<file path="config.mk">
export PLATFORM = sky130hd
export DESIGN_NAME = cfg_chain_shift_tx
export DESIGN_NICKNAME = d
export VERILOG_FILES = /design/src/rtl/cfg_chain_pkg.sv /design/src/rtl/shift_tick_div.sv /design/src/rtl/cfg_chain_shift_tx.sv
export SDC_FILE = /design/constraint.sdc
export NUM_CORES = 1
export LEC_CHECK = 0
export ABC_CLOCK_PERIOD_IN_PS = 1900
export BUFFER_PORTS_ARGS = -buffer_cell sky130_fd_sc_hd__buf_2
export CORE_MARGIN = 2
export CORE_UTILIZATION = 51
export DETAILED_ROUTE_END_ITERATION = 7
export GPL_ROUTABILITY_DRIVEN = 0
export PLACE_DENSITY = 0.83
export SYNTH_ARGS = -nofsm -noshare
export SYNTH_HDL_FRONTEND = slang
export SYNTH_SLANG_ARGS = --single-unit
</file>
<file path="constraint.sdc">
create_clock -name clk -period 1.9 [get_ports clk]
set_clock_uncertainty 0.15 [all_clocks]
set_input_delay 0.19 -clock clk [delete_from_list [all_inputs] [get_ports clk]]
set_output_delay 0.19 -clock clk [all_outputs]
set_load 0.03 [all_outputs]
</file>
<file path="src/rtl/cfg_chain_pkg.sv">
`default_nettype none
// +------------------------------------------------------------------+
// | cfg_chain_pkg : shared types and constants for the config chain   |
// | Revision 1.0                                                      |
// +------------------------------------------------------------------+
package cfg_chain_pkg;

  localparam int CHAIN_WIDTH = 16;
  localparam int DIV_DEFAULT = 2;

  typedef enum logic [1:0] {
    IDLE  = 2'd0,
    SETUP = 2'd1,
    HIGH  = 2'd2
  } state_e;

endpackage
`default_nettype wire

</file>
<file path="src/rtl/shift_tick_div.sv">
`default_nettype none
// +------------------------------------------------------------------+
// | shift_tick_div : half-period counter, last_o high on count DIV-1  |
// | Revision 1.0                                                      |
// +------------------------------------------------------------------+
module shift_tick_div
  import cfg_chain_pkg::*;
#(
  parameter int DIV = DIV_DEFAULT
) (
  input  logic clk,
  input  logic rst,
  input  logic clear_i,
  output logic last_o
);

  localparam int CW = (DIV > 1) ? $clog2(DIV) : 1;

  logic [CW-1:0] cnt_q;
  logic [CW-1:0] cnt_d;

  assign last_o = (cnt_q == CW'(DIV - 1));

  always_comb begin
    cnt_d = cnt_q + CW'(1);
    if (clear_i || last_o) begin
      cnt_d = '0;
    end
  end

  always_ff @(posedge clk) begin
    if (rst) begin
      cnt_q <= '0;
    end else begin
      cnt_q <= cnt_d;
    end
  end

endmodule
`default_nettype wire

</file>
<file path="src/rtl/cfg_chain_shift_tx.sv">
`default_nettype none
// +------------------------------------------------------------------+
// | cfg_chain_shift_tx : MSB-first config chain shifter with readback |
// | Revision 1.0                                                      |
// +------------------------------------------------------------------+
module cfg_chain_shift_tx
  import cfg_chain_pkg::*;
#(
  parameter int WIDTH = CHAIN_WIDTH,
  parameter int DIV   = DIV_DEFAULT
) (
  input  logic             clk,
  input  logic             rst,
  input  logic             start_i,
  input  logic [WIDTH-1:0] word_i,
  input  logic             readback_in_i,
  output logic             shift_clk_o,
  output logic             shift_dta_o,
  output logic             busy_o,
  output logic             done_o,
  output logic [WIDTH-1:0] readback_o,
  output logic             match_o
);

  localparam int            BW       = $clog2(WIDTH);
  localparam logic [BW-1:0] LAST_BIT = BW'(WIDTH - 1);

  state_e           state_q, state_d;
  logic [BW-1:0]    bit_q, bit_d;
  logic [WIDTH-1:0] tx_q, tx_d;
  logic [WIDTH-1:0] cap_q, cap_d;
  logic [WIDTH-1:0] prev_q, prev_d;
  logic [WIDTH-1:0] rb_q, rb_d;
  logic             match_q, match_d;
  logic             sclk_q, sclk_d;
  logic             dta_q, dta_d;
  logic             busy_q, busy_d;
  logic             done_q, done_d;
  logic             tick_last;

  shift_tick_div #(.DIV(DIV)) u_tick (
    .clk     (clk),
    .rst     (rst),
    .clear_i (state_q == IDLE),
    .last_o  (tick_last)
  );

  always_comb begin
    state_d = state_q;
    bit_d   = bit_q;
    tx_d    = tx_q;
    cap_d   = cap_q;
    prev_d  = prev_q;
    rb_d    = rb_q;
    match_d = match_q;
    dta_d   = dta_q;
    done_d  = 1'b0;
    case (state_q)
      IDLE: begin
        if (start_i) begin
          tx_d    = word_i;
          bit_d   = '0;
          state_d = SETUP;
        end
      end
      SETUP: begin
        // Sample the chain tail before the rising edge shifts it.
        if (tick_last) begin
          cap_d   = {cap_q[WIDTH-2:0], readback_in_i};
          state_d = HIGH;
        end
      end
      HIGH: begin
        if (tick_last) begin
          if (bit_q == LAST_BIT) begin
            state_d = IDLE;
            done_d  = 1'b1;
            rb_d    = cap_q;
            match_d = (cap_q == prev_q);
            prev_d  = tx_q;
          end else begin
            bit_d   = bit_q + BW'(1);
            state_d = SETUP;
          end
        end
      end
      default: state_d = IDLE;
    endcase
    // Outputs are registered from the next state so pins never glitch.
    sclk_d = (state_d == HIGH);
    busy_d = (state_d != IDLE);
    if (state_d == SETUP) begin
      dta_d = tx_d[LAST_BIT - bit_d];
    end
  end

  always_ff @(posedge clk) begin
    if (rst) begin
      state_q <= IDLE;
      bit_q   <= '0;
      tx_q    <= '0;
      cap_q   <= '0;
      prev_q  <= '0;
      rb_q    <= '0;
      match_q <= 1'b0;
      sclk_q  <= 1'b0;
      dta_q   <= 1'b0;
      busy_q  <= 1'b0;
      done_q  <= 1'b0;
    end else begin
      state_q <= state_d;
      bit_q   <= bit_d;
      tx_q    <= tx_d;
      cap_q   <= cap_d;
      prev_q  <= prev_d;
      rb_q    <= rb_d;
      match_q <= match_d;
      sclk_q  <= sclk_d;
      dta_q   <= dta_d;
      busy_q  <= busy_d;
      done_q  <= done_d;
    end
  end

  assign shift_clk_o = sclk_q;
  assign shift_dta_o = dta_q;
  assign busy_o      = busy_q;
  assign done_o      = done_q;
  assign readback_o  = rb_q;
  assign match_o     = match_q;

endmodule
`default_nettype wire

</file>
# == After elaboration in Yosys (flattened, before gate mapping) ==
# Cells that the tools add are included.
# W data, S select, Z words.
# totals
reg_bits,76
in_bits,20
word_cells,45
# classes
add_sub_neg,3
magnitude_cmp,1
n_eq_ne,6
n_mux,14
bitwise,2
reduce_logical,7
# ops
cell,n
$mux W16,2
$eq A16 B16 Y1,1
$mux W4,3
$pmux W4 S2,1
$mux W2,3
$pmux W2 S3,1
$lt A4 B5 Y1 const B,1
$add A4 B1 Y4 const B,1
$bmux W1 S4,1
$eq A2 B1 Y1 const B,2
$eq A2 B2 Y1 const B,2
$eq A4 B4 Y1 const B,1
$sub A4 B4 Y4 const A,1
$mux W1,3
$reduce_and A3 Y1,1
$reduce_or A3 Y1,1
$logic_not A2 Y1,1
$not A1 Y1,2
$reduce_and A2 Y1,1
$reduce_bool A2 Y1,1
$reduce_or A2 Y1,1
$add A1 B1 Y1 const B,1
$logic_or A1 B1 Y1,1

# == Depth between registers and ports, before layout ==
# Gate-level depths: netlist of run 1.
# logic_depth
word_depth,7
ltp_mapped,8

# == Cells and area by module ==
# Synthesis of run 1 repeated with hierarchy kept, for this count alone.
# unflattened
cells_unflattened,415
area_unflattened_um2,3329.4
# by_module_without_submodules
mod,n_inst,cells_per_inst,area_each_um2,seq_area_each_um2
cfg_chain_shift_tx,1,413,3299.4,1501.4
shift_tick_div,1,2,30.0,20.0

# == Least setup slack after synthesis of run 1 ==
# OpenSTA, ideal clock, no wires.
# synth_path
path_kind,reg2reg
start,register bit_q[1]
end,register dta_q (netlist: shift_dta_o)
setup_time_ns,0.145
arrival_time_ns,1.761
required_ns,1.605
slack_ns,-0.156
path_stages_with_launch,9
path_buffers,1
period_less_slack_ns,2.056
path_cell_list,dfxtp_1 > ha_1 > and3_1 > buf_2 > o21ai_4 > a21boi_0 > o311a_1 > a41oi_2 > a221oi_2
# synth_via
elab_chain_len,7
# synth_rtl
element,line_no,source
from (decl),cfg_chain_shift_tx.sv:29,"logic [BW-1:0] bit_q, bit_d;"
from (signal assigned),cfg_chain_shift_tx.sv:112,bit_q <= bit_d;
$add A4 B1 Y4 / $eq A4 B4 Y1 (equally long branches),"cfg_chain_shift_tx.sv:82, cfg_chain_shift_tx.sv:75",
$mux W4,cfg_chain_shift_tx.sv:75,if (bit_q == LAST_BIT) begin
$mux W4,cfg_chain_shift_tx.sv:74,if (tick_last) begin
$pmux W4 S2,cfg_chain_shift_tx.sv:58,case (state_q)
$sub A4 B4 Y4,cfg_chain_shift_tx.sv:93,dta_d = tx_d[LAST_BIT - bit_d];
$bmux W1 S4,cfg_chain_shift_tx.sv:93,
$mux W1 (not written as such),cfg_chain_shift_tx.sv:93,
to (signal assigned),cfg_chain_shift_tx.sv:119,dta_q <= dta_d;
to (decl),cfg_chain_shift_tx.sv:36,"logic dta_q, dta_d;"
# Several ways; a longest one is shown, not always the timed one. The select of a mux whose other input is x is not followed.
# A chain may end at the register's enable or synchronous reset.

# == Worst setup path in the final report of run 1 ==
# layout_path
start,register bit_q[2]
end,register dta_q (netlist: shift_dta_o)
# Same word-level chain as after synthesis.

==> flow_summary_export.csv, run 1 <==
group,metric,value,unit
setup_path,path_class,"register to register",
pwr,total_power,3.123,mW
synth,synth_area,3232,sq um
floorplanning,num_io_pins,41,
setup_path,required,1980,ps
synth,ys.warnings.count,0,
synth,synth_edf_count,0,
synth,synth_fa_ha_area_share,0.3871,%
pwr,ir_drop,0.0004699,V
sta,min_period,2030,ps
setup_path,crit_start,"bit_q[2]",
routing,routed_wl,8.252,mm
synth,yosysMostFrequentCell,"nand2_1",
global_routing,grt_pass1_wl,13.65,mm
clock_network,clk_path_buf_depth,2,
global_routing,grt_max_degree,77,
clock_network,numClockSinks,76,
routing,post_drt_wl_per_cell,15.14,um
global_routing,grt_use_total,24.46,%
sta,rsz0062_at_grt,"yes",
sta,finalHoldViolCount,0,
run,max_cap_viol_count,0,
synth,yosysTopAreaCell,"dfxtp_1",
synth,ys_seq_area_share,47.08,%
pwr,leakagePower,1.464,nW
clock_network,htreeDepth,3,
floorplanning,die_h,83.61,um
floorplanning,rows,29,
setup_path,start_kind,"register",
run_status,status,"complete, but fails checks",
placement,dpl.hpwl,5.343,mm
clock_network,insertion_delay,360,ps
sta,period_share,106.8,%
sta,slew-limit-headroom,68.30,%
sta,fmax,0.4926,GHz
cells_and_area,drive_gt1_share,24.57,%
synth,synthXorXnorAreaFrac,4.336,%
synth,synth_cell_types,49,
synth,synth_top_family_by_area,"simple AND/OR/NAND/NOR gates",
setup_path,path_cells,"or2b_1 -> mux2i_4 -> nand4_1 -> o311a_1 -> a41oi_2 -> a221oi_2",
cells_and_area,antenna_cells,0,
routing,drt-initial-drc-count,257,
routing,first_pass_iters,5,
synth,yosys.area_share.simple,24.55,%
global_routing,first_global_vias,2938,
synth,ys_seq_elements,76,
synth,netlist_top_cells_area,"dfxtp_1 47%, nand2_1 15%, a21oi_1 10%",
synth,synth_flop_cell,"dfxtp_1",
clock_network,root_buffer,"clkbuf_8",
synth,synth_fp_nets,418,
run_status,violations,"negative setup slack",
routing,routed_via_density,5.543,
sta,setup_ws,-129.9,ps
global_routing,grt-ovfl-total,0,
sta,setup_viol,1,
clock_network,cts_tree,"done",
setup_path,r2r_start,"bit_q[2]",
cells_and_area,final_util,65.04,%
hold_path,hold_path.class,"input port to register",
sta,worst_slew_pin_slew,475.6,ps
setup_path,crit_slowest_cell,"dfxtp_1",
synth,synthMuxAreaShare,2.478,%
routing,drc,0,
hold_path,min_from,"word_i[0]",
synth,synthTopCellsByCount,"125 x nand2_1, 76 x dfxtp_1, 67 x a21oi_1, 18 x clkbuf_1, 16 x xnor2_1",
sta,slew_violations,0,
synth,synth_compound_area_share,16.61,%
setup_path,crit_fanout,5,
setup_path,arrival,2110,ps
floorplanning,core_area,6241,sq um
synth,avgSynthCellArea,8.141,sq um
pwr,power_density,769.4,nW/um^2
setup_path,crit_path_end_kind,"register",
placement,post-place-ws,-195.5,ps
synth,netlist.area_leader.share,47.08,%
clock_network,clk_pin_slew_worst_paths,80,ps
floorplanning,start_util,51.78,%
sta,tns,-129.9,ps
hold_path,whs_path_depth,3,
placement,place_area,3656,sq um
setup_path,critPathMaxStageDelay,470,ps
synth,netlist_instances,397,
setup_path,ff2ff_path_depth,6,
global_routing,antenna_found_initial,0,
clock_network,cts_inserted_buffers,9,
cells_and_area,fin_nets,485,
synth,async_flop_share,0,%
routing,vias,3021,
cells_and_area,syn_to_final_growth,25.59,%
floorplanning,die_x,83.61,um
routing,ant_nets,0,
placement,port_buffers,40,
cells_and_area,fin_area,4059,sq um
floorplanning,dieArea,6990,sq um
[timing repair]
item | 4_1_cts | 5_1_grt
endpoints found under the setup margin | 2 | 2
hold endpoints to repair | 14 | 0
pin swaps | 9 | 0
hold buffers | 14 | 0
gates resized for setup | 15 | 1
setup buffers | 1 | 0
[kinds of logic after synthesis]
group | count (synthesis)
AO/OA/AOI/OAI | 90
XOR/XNOR | 16
adder cells (fa/ha/maj) | 1
buffers and inverters | 28
flip-flops | 76
multiplexers | 6
AND/OR/NAND/NOR | 180
[sequential cells by signal (all words and copies together), names as in the netlist]
signal	cells
bit_q	4
match_o	1
u_tick.last_o	1
shift_clk_o	1
tx_q	16
busy_o	1
readback_o	16
prev_q	16
done_o	1
shift_dta_o	1
state_q	2
cap_q	16
[layer usage]
metal	wire, um	GRT usage, %	up-vias
met1	3423	29.29	1398
met3	484	6.231	30
met5	0	0	-
li1	-	-	1478
met4	286	12.32	0
met2	4058	40.65	115
[power breakdown]
group          switching [mW]  internal [mW]  total [mW]
Sequential             0.0336           1.62        1.66
Clock                   0.619          0.601        1.22
Combinational           0.136          0.109       0.245
[stage by stage]
| step | cells | hold slack [ps] |
|---|---|---|
| 2_1_floorplan | 397 | 176.0 |
| 3_3_place_gp | 515 | 281.5 |
| 3_5_place_dp | 515 | 286.0 |
| 4_1_cts | 545 | 48.74 |
| 5_1_grt | 545 | 55.54 |
| 6_report | 545 | 60.63 |
[cell usage in the layout (no fill, tap or decap), types with 4 or more instances in the layout]
cell / n
a21oi_1: 66
dfxtp_1: 72
nand3_1: 12
xnor2_1: 16
o21ai_0: 4
clkbuf_8: 9
dlygate4sd3_1: 14
buf_4: 25
nand2_1: 125
nand4_1: 6
buf_2: 40
nor2_1: 12
[layout make-up]
class,instances,area [sq um]
Fill cell,515,2182
Multi-Input combinational cell,293,1655
Sequential cell,76,1531
Timing Repair Buffer,82,579.3
Clock buffer,9,123.9
Tap cell,77,96.34
Clock inverter,6,65.06
Inverter,2,7.507
[critical path: cells and delay by family (launching register included)]
family             cells  cell delay [ps]
DFF                    1              470
AOI/OAI and AO/OA      3              630
and+or+nand+nor        2              460
muxes                  1              200
[final timing paths]
check             endpoint  slack [ps]
max            shift_dta_o        -130
min                tx_q[0]          60
max reg2reg    shift_dta_o        -130
min reg2reg  readback_o[3]         300
Power figures use the tool's default switching activity.
==> run 2, diff against run 1 <==
- BUFFER_PORTS_ARGS: -buffer_cell sky130_fd_sc_hd__buf_2 -> unset
- CORE_UTILIZATION: 51 -> 55
- DONT_BUFFER_PORTS: unset -> 1
- PLACE_DENSITY: 0.83 -> 0.82
- SETUP_SLACK_MARGIN: unset -> 0.1
==> run 2 against run 1 <==
First-iteration DRC count is 33% higher. The run ends with negative hold slack, negative setup slack left. Setup slack worse by 19 ps. Hold slack worse by 320 ps.
==> flow_summary_export.csv, run 2 (same netlist as run 1, synthesis figures left out) <==
group,metric,value,unit
run_status,status,"complete, but fails checks",
run_status,violations,"negative hold slack, negative setup slack",
sta,fmax,0.4882,GHz
cells_and_area,layout_commonest_cell,"nand2_1",
cells_and_area,syn_to_final_growth,20.60,%
clock_network,clk_path_buf_depth,2,
pwr,p_seq_share,53.9,%
setup_path,path_class,"register to register",
setup_path,critPathMaxStageDelay,360,ps
setup_path,arrival,2140,ps
setup_path,path_cells,"ha_4 -> nand4b_1 -> mux2i_4 -> nor4_2 -> nand3_1 -> a41oi_2 -> a221oi_2",
pwr,total_power,3.101,mW
pwr,power_density,795.6,nW/um^2
sta,tns,-148.5,ps
floorplanning,start_util,57.98,%
cells_and_area,finalNonFillerCells,505,
sta,worst_slew_pin_slew,349.7,ps
routing,drc,0,
run,max_cap_viol_count,0,
placement,dpl.hpwl,5.116,mm
routing,ant_nets,0,
cells_and_area,mostFrequentLayoutCells,"125 x nand2_1, 71 x dfxtp_1, 63 x a21oi_1, 37 x buf_4, 16 x xnor2_1",
setup_path,required,1990,ps
routing,drt-initial-drc-count,342,
sta,setup_viol,1,
global_routing,antenna_found_initial,0,
pwr,intPower,2.353,mW
cells_and_area,fin_nets,450,
sta,period_share,107.8,%
placement,port_buffers,0,
floorplanning,num_io_pins,41,
sta,slew-limit-headroom,76.66,%
global_routing,grt_use_total,26.87,%
routing,routed_wl,8.840,mm
placement,post-place-ws,-146.0,ps
setup_path,crit_fanout,5,
clock_network,root_buffer,"clkbuf_8",
pwr,power.net_switching,747.6,uW
clock_network,numClockSinks,76,
setup_path,start_kind,"register",
cells_and_area,drive_gt1_share,21.76,%
global_routing,first_global_vias,2672,
floorplanning,rows,27,
clock_network,clk_pin_slew_worst_paths,80,ps
routing,first_pass_iters,6,
placement,dp_cells,476,
routing,post_drt_wl_per_cell,17.50,um
pwr,ir_drop,0.0004649,V
clock_network,cts_inserted_buffers,9,
global_routing,grt-ovfl-total,0,
floorplanning,die_x,80.66,um
clock_network,insertion_delay,360,ps
sta,setup_ws,-148.5,ps
routing,vias,3015,
clock_network,cts_hold_buf,3,
sta,finalHoldViolCount,73,
pwr,sw_frac_of_total,24.11,%
setup_path,crit_path_end_kind,"register",
sta,min_period,2049,ps
sta,slew_violations,0,
pwr,leakagePower,1.317,nW
clock_network,cts_tree,"done",
pwr,clkPwrFrac,39.7,%
global_routing,grt_pass1_wl,13.06,mm
floorplanning,core_area,5574,sq um
floorplanning,dieArea,6505,sq um
pwr,comb_power_share,6.5,%
floorplanning,die_h,80.66,um
clock_network,htreeDepth,3,
hold_path,hold_path.class,"input port to register",
sta,whs,-258.9,ps
sta,rsz0062_at_grt,"yes",
global_routing,grt_max_degree,77,
routing,routed_via_density,5.970,
setup_path,crit_slowest_cell,"dfxtp_4",
run 2: final cells by class:
cell class	count	area (sq um)
Timing Repair Buffer	47	409.1
Tap cell	72	90.09
Antenna cell	1	2.502
Sequential cell	76	1530
Fill cell	421	1677
Inverter	2	7.507
Multi-Input combinational cell	293	1669
Clock inverter	4	51.30
Clock buffer	10	137.6
run 2: power groups by stage:
stage          clock network [mW]  logic [mW]  registers (mW)
5_1_grt                      1.30       0.216            1.67
3_3_place_gp                    0       0.157            1.70
3_5_place_dp                    0       0.162            1.70
2_1_floorplan                   0       0.145            1.69
6_report                     1.23       0.200            1.67
4_1_cts                      1.22       0.178            1.67
run 2: critical path: cells and delay by family (launching register included):
family                   cells  cell delay (ps)
AND/OR/NAND/NOR              3              650
adder cells (fa/ha/maj)      1              170
multiplexers                 1              290
AO/OA/AOI/OAI                2              310
flip-flops                   1              360
run 2: path summary, 6_finish.rpt:
| check | cells after the start | to | startpoint | slack (ps) |
|---|---|---|---|---|
| min reg2reg | 2 | prev_q[4] | tx_q[4] | 310 |
| min | 1 | bit_q[1] | rst | -260 |
| max reg2reg | 7 | shift_dta_o | bit_q[1] | -150 |
| max | 7 | shift_dta_o | bit_q[1] | -150 |
run 2: metrics by stage:
stage | instance area [sq um] | utilization [%]
6_report | 3897 | 69.92
3_5_place_dp | 3482 | 62.47
2_1_floorplan | 3276 | -
3_3_place_gp | 3482 | 62.47
5_1_grt | 3895 | 69.88
4_1_cts | 3789 | 67.97
run 2: what timing repair did:
| action | 4_1_cts | 5_1_grt |
|---|---|---|
| gates resized for setup | 16 | 7 |
| hold endpoints to repair | 76 | 73 |
| pin swaps | 8 | 6 |
| buffers inserted | 3 | 7 |
| gates cloned | 0 | 1 |
| endpoints found under the setup margin | 3 | 28 |
run 2: metal layers:
layer  wire length, um  share of wire, %  up-vias  GRT usage, %
met2              4075                46      178         40.50
met4               421               4.8        0         16.61
met3               776               8.8       47         7.079
met5                 0                 0        -             0
met1              3566                40     1378         34.11
li1                  -                 -     1412             -
